==> src/rtl/xclk_multi_divider.sv <==
// Multi-channel 50%-duty clock divider with glitch-free ratio/enable changes,
// a per-channel rising-edge strobe and a ready flag once the output has settled.
module xclk_multi_divider #(
  parameter int NUM_CH      = 2,
  parameter int CNT_W       = 8,
  parameter int DEFAULT_DIV = 0,
  parameter int READY_EDGES = 2
) (
  input  logic                    i_Clk,
  input  logic                    i_Rst_L,
  input  logic [NUM_CH-1:0]       i_Enable,
  input  logic [NUM_CH-1:0]       i_Load,
  input  logic [NUM_CH*CNT_W-1:0] i_Div,
  output logic [NUM_CH-1:0]       o_Clk,
  output logic [NUM_CH-1:0]       o_Tick,
  output logic [NUM_CH-1:0]       o_Ready
);

  typedef enum logic [1:0] {
    ST_IDLE  = 2'd0,
    ST_RUN   = 2'd1,
    ST_DRAIN = 2'd2
  } state_e;

  localparam logic [3:0]       READY_CNT = 4'(READY_EDGES);
  localparam logic [CNT_W-1:0] DIV_RST   = CNT_W'(DEFAULT_DIV);

  for (genvar n = 0; n < NUM_CH; n++) begin : g_ch
    state_e           state_q, state_d;
    logic [CNT_W-1:0] cnt_q, cnt_d;
    logic [CNT_W-1:0] div_act_q, div_act_d;
    logic [CNT_W-1:0] div_pend_q, div_pend_d;
    logic             pend_q, pend_d;
    logic             clk_q, clk_d;
    logic             tick_q, tick_d;
    logic [3:0]       edge_q, edge_d;
    logic             wrap;
    logic             apply;

    // NOTE: every signal driven here gets a default first, so no path can
    // leave one unassigned and infer a latch.
    always_comb begin
      state_d   = state_q;
      cnt_d     = cnt_q;
      clk_d     = clk_q;
      tick_d    = 1'b0;
      div_act_d = div_act_q;
      edge_d    = edge_q;
      apply     = 1'b0;
      wrap      = (cnt_q == div_act_q);

      unique case (state_q)
        ST_IDLE: begin
          cnt_d  = '0;
          clk_d  = 1'b0;
          edge_d = '0;
          if (i_Enable[n]) begin
            state_d = ST_RUN;
            apply   = pend_q;
          end
        end
        ST_RUN, ST_DRAIN: begin
          if (state_q == ST_RUN && !i_Enable[n] && !clk_q) begin
            state_d = ST_IDLE;
            cnt_d   = '0;
            edge_d  = '0;
          end else begin
            cnt_d = wrap ? '0 : cnt_q + 1'b1;
            if (wrap) begin
              clk_d = ~clk_q;
              if (!clk_q) begin
                tick_d = 1'b1;
                if (edge_q != READY_CNT) edge_d = edge_q + 1'b1;
              end else begin
                // End of a high phase: the only point where ratio or run state may change.
                apply = pend_q;
                if (i_Enable[n]) begin
                  state_d = ST_RUN;
                end else begin
                  state_d = ST_IDLE;
                  edge_d  = '0;
                end
              end
            end else if (!i_Enable[n]) begin
              state_d = ST_DRAIN;
            end
          end
        end
        default: state_d = ST_IDLE;
      endcase

      if (apply) begin
        div_act_d = div_pend_q;
        edge_d    = '0;
      end

      // A load on an application boundary becomes the next pending value.
      pend_d     = i_Load[n] | (pend_q & ~apply);
      div_pend_d = i_Load[n] ? i_Div[n*CNT_W +: CNT_W] : div_pend_q;
    end

    // NOTE: sequential state uses non-blocking assignments so every register
    // samples the same pre-edge values regardless of statement order.
    always_ff @(posedge i_Clk) begin
      if (!i_Rst_L) begin
        state_q    <= ST_IDLE;
        cnt_q      <= '0;
        div_act_q  <= DIV_RST;
        div_pend_q <= '0;
        pend_q     <= 1'b0;
        clk_q      <= 1'b0;
        tick_q     <= 1'b0;
        edge_q     <= '0;
      end else begin
        state_q    <= state_d;
        cnt_q      <= cnt_d;
        div_act_q  <= div_act_d;
        div_pend_q <= div_pend_d;
        pend_q     <= pend_d;
        clk_q      <= clk_d;
        tick_q     <= tick_d;
        edge_q     <= edge_d;
      end
    end

    assign o_Clk[n]   = clk_q;
    assign o_Tick[n]  = tick_q;
    assign o_Ready[n] = (edge_q == READY_CNT);
  end

endmodule

==> config.mk <==
export PLATFORM = sky130hd
export DESIGN_NAME = xclk_multi_divider
export DESIGN_NICKNAME = d
export VERILOG_FILES = /design/src/rtl/xclk_multi_divider.sv
export SDC_FILE = /design/constraint.sdc
export NUM_CORES = 1
export LEC_CHECK = 0
export ABC_AREA = 1
export BUFFER_PORTS_ARGS = -buffer_cell sky130_fd_sc_hd__buf_2
export CORE_MARGIN = 1
export CORE_UTILIZATION = 55
export CTS_CLUSTER_SIZE = 20
export DETAILED_ROUTE_END_ITERATION = 7
export PLACE_DENSITY_LB_ADDON = 0.08
export SLEW_MARGIN = 20
export SYNTH_ARGS = -nofsm -noshare
export SYNTH_HDL_FRONTEND = slang
export SYNTH_SLANG_ARGS = --single-unit
==> constraint.sdc <==
create_clock -name i_Clk -period 4.9 [get_ports i_Clk]
set_input_delay 0.245 -clock i_Clk [delete_from_list [all_inputs] [get_ports i_Clk]]
set_output_delay 0.245 -clock i_Clk [all_outputs]
set_load 0.03 [all_outputs]
# Word level (Yosys, flattened, before mapping)

Index checks and enable logic that the tools add are counted.

Add/subtract/negate cells: 4
Eq/ne operators: 26
Muxes and demuxes: 50
Bitwise operators: 13
Reduce and logical (&&, ||, !) cells: 24

Operators by type and width:

| cell                                                             | number |
|---|---|
| 4-bit 2-to-1 mux                                                 | 10 |
| 8-bit 2-to-1 mux                                                 | 4 |
| 4-bit != test (second input constant)                            | 8 |
| 8-bit case mux with 2 select lines                               | 2 |
| 2-bit 2-to-1 mux                                                 | 10 |
| 8-bit by 1-bit adder with 8-bit output (second input constant)   | 2 |
| 8-bit == test                                                    | 2 |
| 1-bit 2-to-1 mux                                                 | 16 |
| 4-bit case mux with 2 select lines                               | 2 |
| 2-bit != test (second input constant)                            | 6 |
| 3-bit AND reduction                                              | 4 |
| 1-bit inverter                                                   | 9 |
| 4-bit by 1-bit adder with 4-bit output (second input constant)   | 2 |
| 4-bit by 2-bit == test with 1-bit output (second input constant) | 2 |
| 4-bit by 2-bit != test with 1-bit output (second input constant) | 2 |
| 1-bit case mux with 2 select lines                               | 4 |
| 2-bit case mux with 2 select lines                               | 2 |
| 4-bit AND reduction                                              | 2 |
| 2-bit OR reduction                                               | 4 |
| 4-bit OR reduction                                               | 2 |
| 3-bit != test (second input constant)                            | 2 |
| 2-bit by 1-bit == test with 1-bit output (second input constant) | 2 |
| 2-bit == test (second input constant)                            | 2 |
| 1-bit logical AND                                                | 4 |
| 5 further kinds                                                  | 12 |

Bits in registers: 66
Bits of input ports: 22
Output and inout port bits: 6
Word-level logic and storage cells: 133

# Depth between registers and ports, before layout

Gate-level depths: netlist (run 1).

Depth in word-level cells: 8
Depth in mapped cells: 13
Mapped depth without buffers: 13

# Worst setup path before layout (run 1)

Ideal clock, no wire load.

Kind: register to register
Start point: reg g_ch[1].edge_q[0]
End point: reg g_ch[1].edge_q[0]
Library setup time: 0.070 ns
Arrival: 1.891 ns
Required time: 4.830 ns
Path slack: 2.939 ns
Cell stages (with the launch flop): 8
Path buffers: 0
Period minus slack after synthesis: 1.961 ns
Cell sequence: dfxtp_1 inv_1 ha_1 nor3b_1 nand2_1 nand3_1 nand2_1 a21oi_1

Cells in the longest elaborated chain, start to end: 6
Elaborated cells on any way between the ends: 9
Classes of those cells: add/sub (1); eq/ne (2); mux (5); reduce/logical (1)

RTL lines:

| item                                   | line | source |
|---|---|---|
| from (decl)                            | 36   | `logic [3:0] edge_q, edge_d;` |
| from (signal assigned)                 | 122  | `edge_q <= edge_d;` |
| 4-bit by 1-bit adder with 4-bit output | 73   | `if (edge_q != READY_CNT) edge_d = edge_q + 1'b1;` |
| 4-bit 2-to-1 mux                       | 73   |  |
| 4-bit 2-to-1 mux                       | 71   | `if (!clk_q) begin` |
| 4-bit 2-to-1 mux                       | 69   | `if (wrap) begin` |
| 4-bit 2-to-1 mux                       | 63   | `if (state_q == ST_RUN && !i_Enable[n] && !clk_q) begin` |
| 4-bit case mux with 2 select lines     | 52   | `unique case (state_q)` |

Parallel ways exist; a longest one is shown, timed or not. The select of a mux whose other input is x is not followed.
A chain may end at the register's enable or synchronous reset.

# Worst setup path in the final report (run 1)

Start point: reg g_ch[0].state_q[0]
End point: reg g_ch[0].edge_q[3]

Cells in the longest elaborated chain, start to end: 6
Elaborated cells on any way between the ends: 16
Classes of those cells: eq/ne (5); mux (4); reduce/logical (7)

RTL lines:

| item                                     | line   | source |
|---|---|---|
| from (decl)                              | 29     | `state_e state_q, state_d;` |
| from (signal assigned)                   | 115    | `state_q <= state_d;` |
| 2-bit by 1-bit == test with 1-bit output | 52, 63 |  |
| 1-bit logical AND (2 in series)          | 63     |  |
| 1-bit 2-to-1 mux                         | 63     |  |
| 1-bit case mux with 2 select lines       | 52     |  |
| 2-bit OR reduction (no source line)      | -      |  |
| to (signal assigned)                     | 122    |  |
| to (decl)                                | 36     |  |

Parallel ways exist; a longest one is shown, timed or not.

==> results of run 1 <==
flip-flops by register name (all words and copies together), names as in the netlist:
register,flops
g_ch.cnt_q,16
g_ch.clk_q,2
g_ch.state_q,4
g_ch.tick_q,2
g_ch.edge_q,8
g_ch.div_act_q,16
g_ch.pend_q,2
g_ch.div_pend_q,16
cell type report:
cell class / count / area share, %
clock buffer: 12 / 4.07
inverter: 75 / 7.39
timing repair buffer: 27 / 3.55
sequential: 66 / 34.7
clock inverter: 4 / 1.31
multi-input combinational: 364 / 46.5
tap: 75 / 2.46
synthesized netlist by cell type (2+ instances only):
cell type,number,area [sq um]
a21oi_1,42,210
buf_1,3,11.3
buf_4,5,37.5
clkbuf_1,5,18.8
dfxtp_1,66,1320
ha_1,12,150
inv_1,66,248
inv_2,8,30.0
nand2_1,138,518
nand2_2,3,18.8
nand3_1,31,155
nand4_1,16,100
nor2_1,68,255
nor2_2,4,25.0
nor3_1,4,20.0
nor3b_1,2,15.0
o21ai_0,19,95.1
o31ai_1,2,15.0
or2_2,2,12.5
xnor2_1,4,35.0
xor2_1,13,114
worst max-delay path, stage by stage, from the launching register on:
cell     delay, ns
dfxtp_1       0.34
ha_1          0.26
nor2_1        0.80
nand2_1       0.16
nand2_1       0.17
nor2_1        0.07
power by group through the flow:
| stage | Sequential [mW] | Clock (mW) | Combinational (mW) |
|---|---|---|---|
| after floorplan | 0.684 | 0 | 0.621 |
| after global placement | 0.697 | 0 | 0.714 |
| after detailed placement | 0.701 | 0 | 0.729 |
| after CTS | 0.689 | 0.482 | 0.733 |
| after global routing | 0.701 | 0.506 | 0.838 |
| final | 0.689 | 0.470 | 0.731 |
cells by family after synthesis:
family | Yosys count | synth area share (%)
xor+xnor | 17 | 4.29
fa+ha+maj | 12 | 4.33
buf+inv | 90 | 10.9
compound gates | 64 | 9.37
simple gates | 271 | 33.1
flops | 66 | 38.1
routing by layer:
layer / global-route usage, % / part of all wire, % / routed length [um]
met1: 24.6 / 47 / 3170
met2: 40.4 / 49 / 3360
met3: 6.33 / 2.5 / 169
met4: 11.3 / 1.4 / 95
met5: 0 / 0 / 0
per-stage QoR:
stage               std cells  setup slack (ns)  util, %  cell area, sq um  hold slack (ns)
detailed placement        607              2.98     60.2              3600            0.449
CTS                       623              2.96     63.6              3810            0.110
floorplan                 520              2.94        -              3470            0.351
global placement          607              3.03     60.2              3600            0.444
finish                    623              2.97     63.6              3810            0.128
global route              623              2.75     63.6              3810            0.121
how the worst min path moves through the flow:
stage                           from                    end  slack (ns)
2_1_floorplan              i_Load[1]         g_ch[1].pend_q        0.35
3_5_place_dp   g_ch[0].div_pend_q[1]  g_ch[0].div_pend_q[1]        0.45
5_1_grt                    i_Load[1]         g_ch[1].pend_q        0.12
3_3_place_gp   g_ch[0].div_pend_q[1]  g_ch[0].div_pend_q[1]        0.44
4_1_cts                    i_Load[1]         g_ch[1].pend_q        0.11
6_report                   i_Load[1]         g_ch[1].pend_q        0.13
layout by cell type, fill, tap and decap left out, types with 4 or more instances in the layout:
cell,netlist,routed
nand2_1,138,138
nor2_1,68,68
inv_1,66,66
dfxtp_1,66,66
a21oi_1,42,42
nand3_1,31,31
buf_2,0,27
o21ai_0,19,19
nand4_1,16,16
xor2_1,13,13
ha_1,12,12
clkbuf_8,0,11
inv_2,8,8
nor3_1,4,4
nor2_2,4,4
xnor2_1,4,4
==> results.sh, run 1 <==
export IMPL_status="finished clean"
export IMPL_core_area_sq_um=5990
export IMPL_syn_nets=554
export IMPL_hold_path_class="in -> reg"
export IMPL_antenna_left=0
export IMPL_grt_overflow_total=0
export IMPL_skew_ns=0.0124
export IMPL_viasPerCell=4.95
export IMPL_power_frac_seq_pct=36.4
export IMPL_numCtsBuffers=9
export IMPL_p_int_mw=1.12
export IMPL_r2r_start="g_ch[0].state_q[0]"
export IMPL_diodes=0
export IMPL_switching_share_pct=40.7
export IMPL_maxCapViolations=0
export IMPL_cp_data_arrival_time_ns=2.16
export IMPL_grt_pass1_wl_um=11500
export IMPL_die_w_um=81.4
export IMPL_core_rowCount=28
export IMPL_die_area_sq_um=6630
export IMPL_syn_area_sq_um=3470
export IMPL_grt_usage_pct=22.7
export IMPL_tightest_slew_ns=1.07
export IMPL_cts_setup_buffers=0
export IMPL_start_kind="register"
export IMPL_total_power_mw=1.89
export IMPL_cts_root_buffer="clkbuf_8"
export IMPL_worstSetupEndpoint="g_ch[0].edge_q[3]"
export IMPL_cts_buffer_depth=2
export IMPL_fillers=594
export IMPL_synth_cell_type_count=28
export IMPL_gp_congestion=0.842
export IMPL_crit_type="reg -> reg"
export IMPL_drc=0
export IMPL_initial_core_util_pct=57.9
export IMPL_switchingPower_uw=769
export IMPL_worstPathMaxFanout=17
export IMPL_setup_tns_ns=0
export IMPL_slew_violations=0
export IMPL_crit_path_end_kind="register"
export IMPL_ys_seq_elements=66
export IMPL_syn_instance_count=520
export IMPL_dp_hpwl_um=4860
export IMPL_antenna_found_initial=0
export IMPL_routedWlPerCell_um=10.9
export IMPL_ys_warnings_count=0
export IMPL_hold_buffers=0
export IMPL_multi_input_area_sq_um=1770
export IMPL_worst_r2r_path_depth=5
export IMPL_ys_seq_area_share_pct=38.1
export IMPL_area_delta_synth_final_pct=9.77
export IMPL_max_freq_mhz=519
export IMPL_synthFlopType="dfxtp_1"
export IMPL_timing_final_crit_period_ns=1.93
export IMPL_vdd_drop_max_v=0.000317
export IMPL_die_h_um=81.4
export IMPL_htree_levels=3
export IMPL_grt_pass1_vias=2788
export IMPL_cts_resized_gates=0
export IMPL_setup_violations=0
export IMPL_power_frac_comb_pct=38.7
export IMPL_power_leakage_nw=1.76
export IMPL_crit_start="g_ch[0].state_q[0]"
export IMPL_rrSetupSlack_ns=2.97
export IMPL_drive_gt1_share_pct=11.1
export IMPL_cts_tree="done"
export IMPL_report_final_hold_viol_count=0
export IMPL_cts_clk_slew_worst_paths_ns=0.08
export IMPL_vias=3081
export IMPL_p_clk_share_pct=24.9
export IMPL_rsz0062_at_grt="false"
export IMPL_layout_nets=577
export IMPL_clock_sinks=66
export IMPL_port_buffers=27
export IMPL_grt_max_degree=47
export IMPL_drt_initial_drc_count=144
export IMPL_syn_avg_cell_area_sq_um=6.67
export IMPL_clock_latency_ns=0.35
export IMPL_io_pins=28
export IMPL_drt_wl_total_um=6800
export IMPL_first_pass_iters=5
export IMPL_relSlewSlack_pct=28.5
export IMPL_cp_required_ns=5.13
export IMPL_synth_edf_count=0
export IMPL_power_density_nw_per_um2=496
export IMPL_ff_latch_area_sq_um=1320
export IMPL_finalCritPeriodShare_pct=39.3
export IMPL_hold_path_depth=3
export IMPL_r2r_end="g_ch[0].edge_q[3]"
export IMPL_async_flop_share_pct=0
No activity file was read; power rests on OpenSTA's default activity.
==> inputs of run 2 (changes only) <==
ABC_AREA = 0   (was 1)
CORE_UTILIZATION = 53   (was 55)
clock period = 1.7 ns   (was 4.9 ns; I/O delays follow)
==> results.sh, run 2 <==
export IMPL_core_area_sq_um=5640
export IMPL_fillers=370
export IMPL_whs_ns=0.0259
export IMPL_start_kind="register"
export IMPL_htree_levels=3
export IMPL_status="finished, violations left"
export IMPL_async_flop_share_pct=0
export IMPL_r2r_end="g_ch[1].edge_q[2]"
export IMPL_rsz0062_at_grt="true"
export IMPL_slew_violations=0
export IMPL_clock_sinks=66
export IMPL_numCtsBuffers=9
export IMPL_routedWlPerCell_um=15.1
export IMPL_rrSetupSlack_ns=-0.03
export IMPL_initial_core_util_pct=56.4
export IMPL_antenna_left=0
export IMPL_synthFlopType="dfxtp_1"
export IMPL_final_common_cell="buf_4"
export IMPL_yosysMostFrequentCell="dfxtp_1"
export IMPL_die_area_sq_um=6310
export IMPL_crit_path_top_delay_cell="dfxtp_2"
export IMPL_vias=3036
export IMPL_drt_wl_total_um=8150
export IMPL_drc=0
export IMPL_relSlewSlack_pct=69.6
export IMPL_drive_gt1_share_pct=40.9
export IMPL_syn_avg_cell_area_sq_um=8.71
export IMPL_skew_ns=0.00595
export IMPL_grt_overflow_total=0
export IMPL_area_delta_synth_final_pct=44.3
export IMPL_antenna_found_initial=0
export IMPL_io_pins=28
export IMPL_ys_seq_elements=66
export IMPL_synth_top_area_share_pct=41.5
export IMPL_ys_warnings_count=0
export IMPL_core_rowCount=27
export IMPL_tightest_slew_ns=0.453
export IMPL_diodes=0
export IMPL_crit_top_cell="buf_4"
export IMPL_port_buffers=27
export IMPL_finalCritPeriodShare_pct=102
export IMPL_yosysTopAreaCell="dfxtp_1"
export IMPL_hold_path_startpoint="i_Div[11]"
export IMPL_grt_max_degree=38
export IMPL_synth_common_cells="66 x dfxtp_1, 38 x nor2_1, 32 x a21oi_1"
export IMPL_cts_tree="done"
export IMPL_synth_cell_type_count=42
export IMPL_crit_path_end_kind="register"
export IMPL_syn_instance_count=365
export IMPL_worst_r2r_path_depth=9
export IMPL_cts_root_buffer="clkbuf_8"
export IMPL_first_pass_iters=5
export IMPL_vdd_drop_max_v=0.000921
export IMPL_dp_hpwl_um=4930
export IMPL_layout_common_cells="59 x buf_4, 45 x dfxtp_1, 36 x nor2_1, 27 x buf_2, 25 x nand3_1"
export IMPL_hold_path_depth=3
export IMPL_grt_pass1_wl_um=13100
export IMPL_power_density_nw_per_um2=1120
export IMPL_syn_area_sq_um=3180
export IMPL_setup_tns_ns=-0.0451
export IMPL_layout_nets=499
export IMPL_total_power_mw=5.12
export IMPL_maxCapViolations=0
export IMPL_worstPathMaxFanout=6
export IMPL_hold_path_class="in -> reg"
export IMPL_drt_initial_drc_count=182
export IMPL_min_to="g_ch[1].div_pend_q[3]"
export IMPL_cts_clk_slew_worst_paths_ns=0.07
export IMPL_viasPerCell=5.61
export IMPL_r2r_start="g_ch[1].state_q[0]"
export IMPL_report_final_hold_viol_count=0
export IMPL_crit_start="g_ch[1].state_q[0]"
export IMPL_crit_type="reg -> reg"
export IMPL_syn_nets=399
export IMPL_timing_final_crit_period_ns=1.73
export IMPL_cp_data_arrival_time_ns=2.01
export IMPL_setup_ws_ns=-0.0255
export IMPL_crit_chain="buf_4 > ha_4 > nand2b_4 > nand3b_1 > buf_4 > buf_4 > nor2_1 > o31ai_2 > a21oi_2"
export IMPL_synth_edf_count=0
export IMPL_failed_checks="setup timing"
export IMPL_setup_violations=5
export IMPL_die_w_um=79.5
export IMPL_max_freq_mhz=580
export IMPL_grt_usage_pct=26.6
export IMPL_slowest_delay_ns=0.33
export IMPL_grt_pass1_vias=2906
export IMPL_power_leakage_nw=1.79
export IMPL_cp_required_ns=1.98
export IMPL_ys_seq_area_share_pct=41.5
export IMPL_yosys_top_cells_area="dfxtp_1 42%, mux2i_1 6.0%, xnor2_1 5.5%"
export IMPL_die_h_um=79.5
export IMPL_reg_largest_list="g_ch.cnt_q x16, g_ch.div_act_q x16, g_ch.div_pend_q x16"
export IMPL_cts_buffer_depth=2
export IMPL_gp_congestion=0.797
export IMPL_clock_latency_ns=0.34
-- run 2: cell count changes after synthesis, sizes merged, moves of 7 or more --
cell	change
inv	-62
nor2	-34
o21ai	+12
or4	+7
nand4	-12
xnor2	+16
nor2b	+7
mux2i	+19
a21oi	-10
nand2	-124
-- run 2: routing by layer --
layer / part of all wire, % / vias to the layer above / track usage, %
met4: 0.88 / 0 / 9.64
met2: 48 / 102 / 43.7
met5: 0 / - / 0
li1: - / 1501 / -
met3: 4.8 / 6 / 6.29
met1: 47 / 1427 / 33.9
-- run 2: worst max-delay path by stage --
stage	endpoint	slack, ns	cells after the start
finish	g_ch[1].edge_q[2]	-0.03	9
floorplan	g_ch[1].edge_q[1]	-0.08	6
CTS	g_ch[0].edge_q[2]	-0.05	7
global placement	g_ch[0].edge_q[2]	-0.1	7
detailed placement	g_ch[0].edge_q[2]	-0.16	7
global route	g_ch[1].edge_q[2]	-0.08	8
-- run 2: worst max-delay path, delay by kind of cell, from the launching register on --
family / cells / cell delay, ns
and+or+nand+nor: 3 / 0.44
buffers and inverters: 3 / 0.48
adders and majority gates: 1 / 0.17
AOI/OAI and AO/OA: 2 / 0.25
DFF: 1 / 0.33
-- run 2: power breakdown --
part | total [mW] | switching, mW | internal (mW)
Sequential | 1.79 | 0.114 | 1.68
Clock | 1.44 | 0.620 | 0.815
Combinational | 1.89 | 0.973 | 0.920
Total | 5.12 | 1.71 | 3.41
-- run 2: repair_timing --
| action | in CTS | in global routing |
|---|---|---|
| setup buffers | 8 | 5 |
| resized for setup | 22 | 76 |
| cloned | 1 | 0 |
| endpoints found under the hold margin | 15 | 0 |
| pin swaps | 11 | 25 |
| endpoints found under the setup margin | 27 | 41 |
| hold buffers | 15 | 0 |
-- run 2: area by class of cell --
cell class	count	area, sq um	share of cell area (%)
inverters	13	53.8	1.17
multi-input cells	271	2120	46.3
well taps	72	90.1	1.96
repair buffers	104	762	16.6
flip-flops and latches	66	1350	29.4
clock buffers	10	128	2.78
clock inverters	5	80.1	1.75
-- run 2: cell families after synthesis --
group	count (synthesis)	synth area share [%]
AND/OR/NAND/NOR	126	20.5
AO/OA/AOI/OAI	85	15.3
flip-flops	66	41.5
buffers and inverters	29	4.13
XOR/XNOR	27	7.44
multiplexers	20	6.33
adder cells (fa/ha/maj)	12	4.72
-- run 2: through the flow --
step	setup WS (ns)	util, %	area (sq um)	instances
after detailed placement	-0.165	66.8	3770	497
after CTS	-0.0505	75.7	4270	536
after global placement	-0.0993	66.8	3770	497
after floorplan	-0.0767	-	3260	365
after global routing	-0.0812	81.3	4590	541
final	-0.0255	81.3	4590	541
==> inputs of run 3 (changes only) <==
--- a/constraint.sdc
+++ b/constraint.sdc
@@ -3,2 +3,2 @@
 set_output_delay 0.085 -clock i_Clk [all_outputs]
-set_load 0.03 [all_outputs]
+set_load 0.02 [all_outputs]
==> results.sh, run 3 (same netlist as run 2, synthesis figures left out) <==
export IMPL_setup_tns_ns=-0.423
export IMPL_layout_common_cells="61 x buf_4, 49 x dfxtp_1, 36 x nor2_1, 27 x buf_2"
export IMPL_report_final_hold_viol_count=0
export IMPL_viasPerCell=5.59
export IMPL_initial_core_util_pct=56.4
export IMPL_grt_overflow_total=0
export IMPL_dp_hpwl_um=4990
export IMPL_vias=3025
export IMPL_grt_max_degree=20
export IMPL_die_area_sq_um=6310
export IMPL_gp_congestion=0.786
export IMPL_tightest_slew_ns=0.469
export IMPL_antenna_found_initial=0
export IMPL_status="finished, violations left"
export IMPL_worstPathMaxFanout=7
export IMPL_final_core_util_pct=80.0
export IMPL_diodes=0
export IMPL_area_delta_synth_final_pct=41.9
export IMPL_drc=0
export IMPL_top_layer_used="met4"
export IMPL_io_pins=28
export IMPL_grt_usage_pct=26.3
export IMPL_layout_nets=500
export IMPL_start_kind="register"
export IMPL_cts_root_buffer="clkbuf_8"
export IMPL_wl_met1_um=3790
export IMPL_setup_ws_ns=-0.0769
export IMPL_worst_r2r_path_depth=8
export IMPL_rrSetupSlack_ns=-0.08
export IMPL_die_h_um=79.5
export IMPL_antenna_left=0
export IMPL_crit_path_end_kind="register"
export IMPL_whs_ns=0.000409
export IMPL_first_pass_iters=5
export IMPL_core_rowCount=27
export IMPL_clock_latency_ns=0.36
export IMPL_reg_largest_list="g_ch.cnt_q x16, g_ch.div_act_q x16, g_ch.div_pend_q x16"
export IMPL_cts_buffer_depth=2
export IMPL_total_power_mw=4.97
export IMPL_hold_path_depth=3
export IMPL_die_w_um=79.5
export IMPL_drive_gt1_share_pct=38.4
export IMPL_slew_violations=0
export IMPL_cts_tree="done"
export IMPL_numCtsBuffers=9
export IMPL_rsz0062_at_grt="true"
export IMPL_cp_required_ns=1.99
export IMPL_grt_pass1_vias=2807
export IMPL_failed_checks="setup timing"
export IMPL_max_freq_mhz=563
export IMPL_setup_violations=12
export IMPL_finalCritPeriodShare_pct=105
export IMPL_final_common_cell="buf_4"
export IMPL_drt_wl_total_um=8160
export IMPL_clock_sinks=66
export IMPL_dr_wl_met3_um=350
export IMPL_vdd_drop_max_v=0.000674
export IMPL_hold_path_class="in -> reg"
export IMPL_power_density_nw_per_um2=1100
export IMPL_cp_data_arrival_time_ns=2.06
export IMPL_htree_levels=3
export IMPL_relSlewSlack_pct=68.5
export IMPL_grt_pass1_wl_um=12800
export IMPL_crit_type="reg -> reg"
export IMPL_maxCapViolations=0
export IMPL_wl_met2_um=3860
export IMPL_routedWlPerCell_um=15.1
export IMPL_power_leakage_nw=1.81
export IMPL_timing_final_crit_period_ns=1.78
export IMPL_cts_clk_slew_worst_paths_ns=0.07
export IMPL_skew_ns=0.0123
export IMPL_port_buffers=27
export IMPL_drt_initial_drc_count=109
export IMPL_core_area_sq_um=5640
## run 3: cell types whose count changed in the layout (fill, tap and decap cells not counted), sizes merged
cell      delta
buf          +2
clkinvlp     -2
bufinv       -1
clkbuf       +1
clkinv       +1
o31a         -1
## run 3: worst max-delay path: stages (launching register included)
cell and delay, ns:
dfxtp_4 0.37, inv_1 0.07, ha_4 0.30, nand3b_1 0.25, buf_4 0.23, buf_4 0.13
a31oi_2 0.13, o31ai_1 0.09, a21oi_1 0.14
## run 3: path summary, 6_finish.rpt
kind                              start                    end
hold / removal                i_Div[10]  g_ch[1].div_pend_q[2]
hold reg to reg   g_ch[0].div_pend_q[6]   g_ch[0].div_act_q[6]
setup / recovery     g_ch[1].state_q[0]      g_ch[1].edge_q[3]
setup reg to reg     g_ch[1].state_q[0]      g_ch[1].edge_q[3]
## run 3: layout make-up
cell class / count / area (sq um)
clock buffer: 11 / 151
clock inverter: 3 / 40.0
fill: 371 / 1130
inverter: 13 / 48.8
multi-input combinational: 270 / 2060
sequential: 66 / 1350
tap: 72 / 90.1
timing repair buffer: 106 / 777
## run 3: power breakdown
part           switching (mW)  leakage (nW)  internal [mW]  total (mW)
clock                   0.600         0.101          0.736        1.34
sequential              0.113         0.545           1.67        1.79
combinational           0.934          1.16          0.913        1.85
## run 3: through the flow
stage | std cells | setup slack, ns | cell area (sq um)
CTS | 538 | -0.0457 | 4290
detailed placement | 501 | -0.188 | 3790
floorplan | 365 | -0.0767 | 3250
global placement | 501 | -0.0969 | 3790
global route | 541 | -0.164 | 4510
finish | 541 | -0.0769 | 4510
## run 3: repair_timing
item	in CTS	in global routing
endpoints found under the hold margin	15	0
pin swaps	10	17
endpoints found under the setup margin	32	42
hold buffers	15	0
setup buffers	8	3
gates resized for setup	24	62
## run 3: metal layers
| layer | global-route usage (%) | up-vias |
|---|---|---|
| li1 | - | 1499 |
| met1 | 35.4 | 1415 |
| met2 | 40.2 | 98 |
| met3 | 4.57 | 13 |
| met4 | 13.6 | 0 |
| met5 | 0 | - |
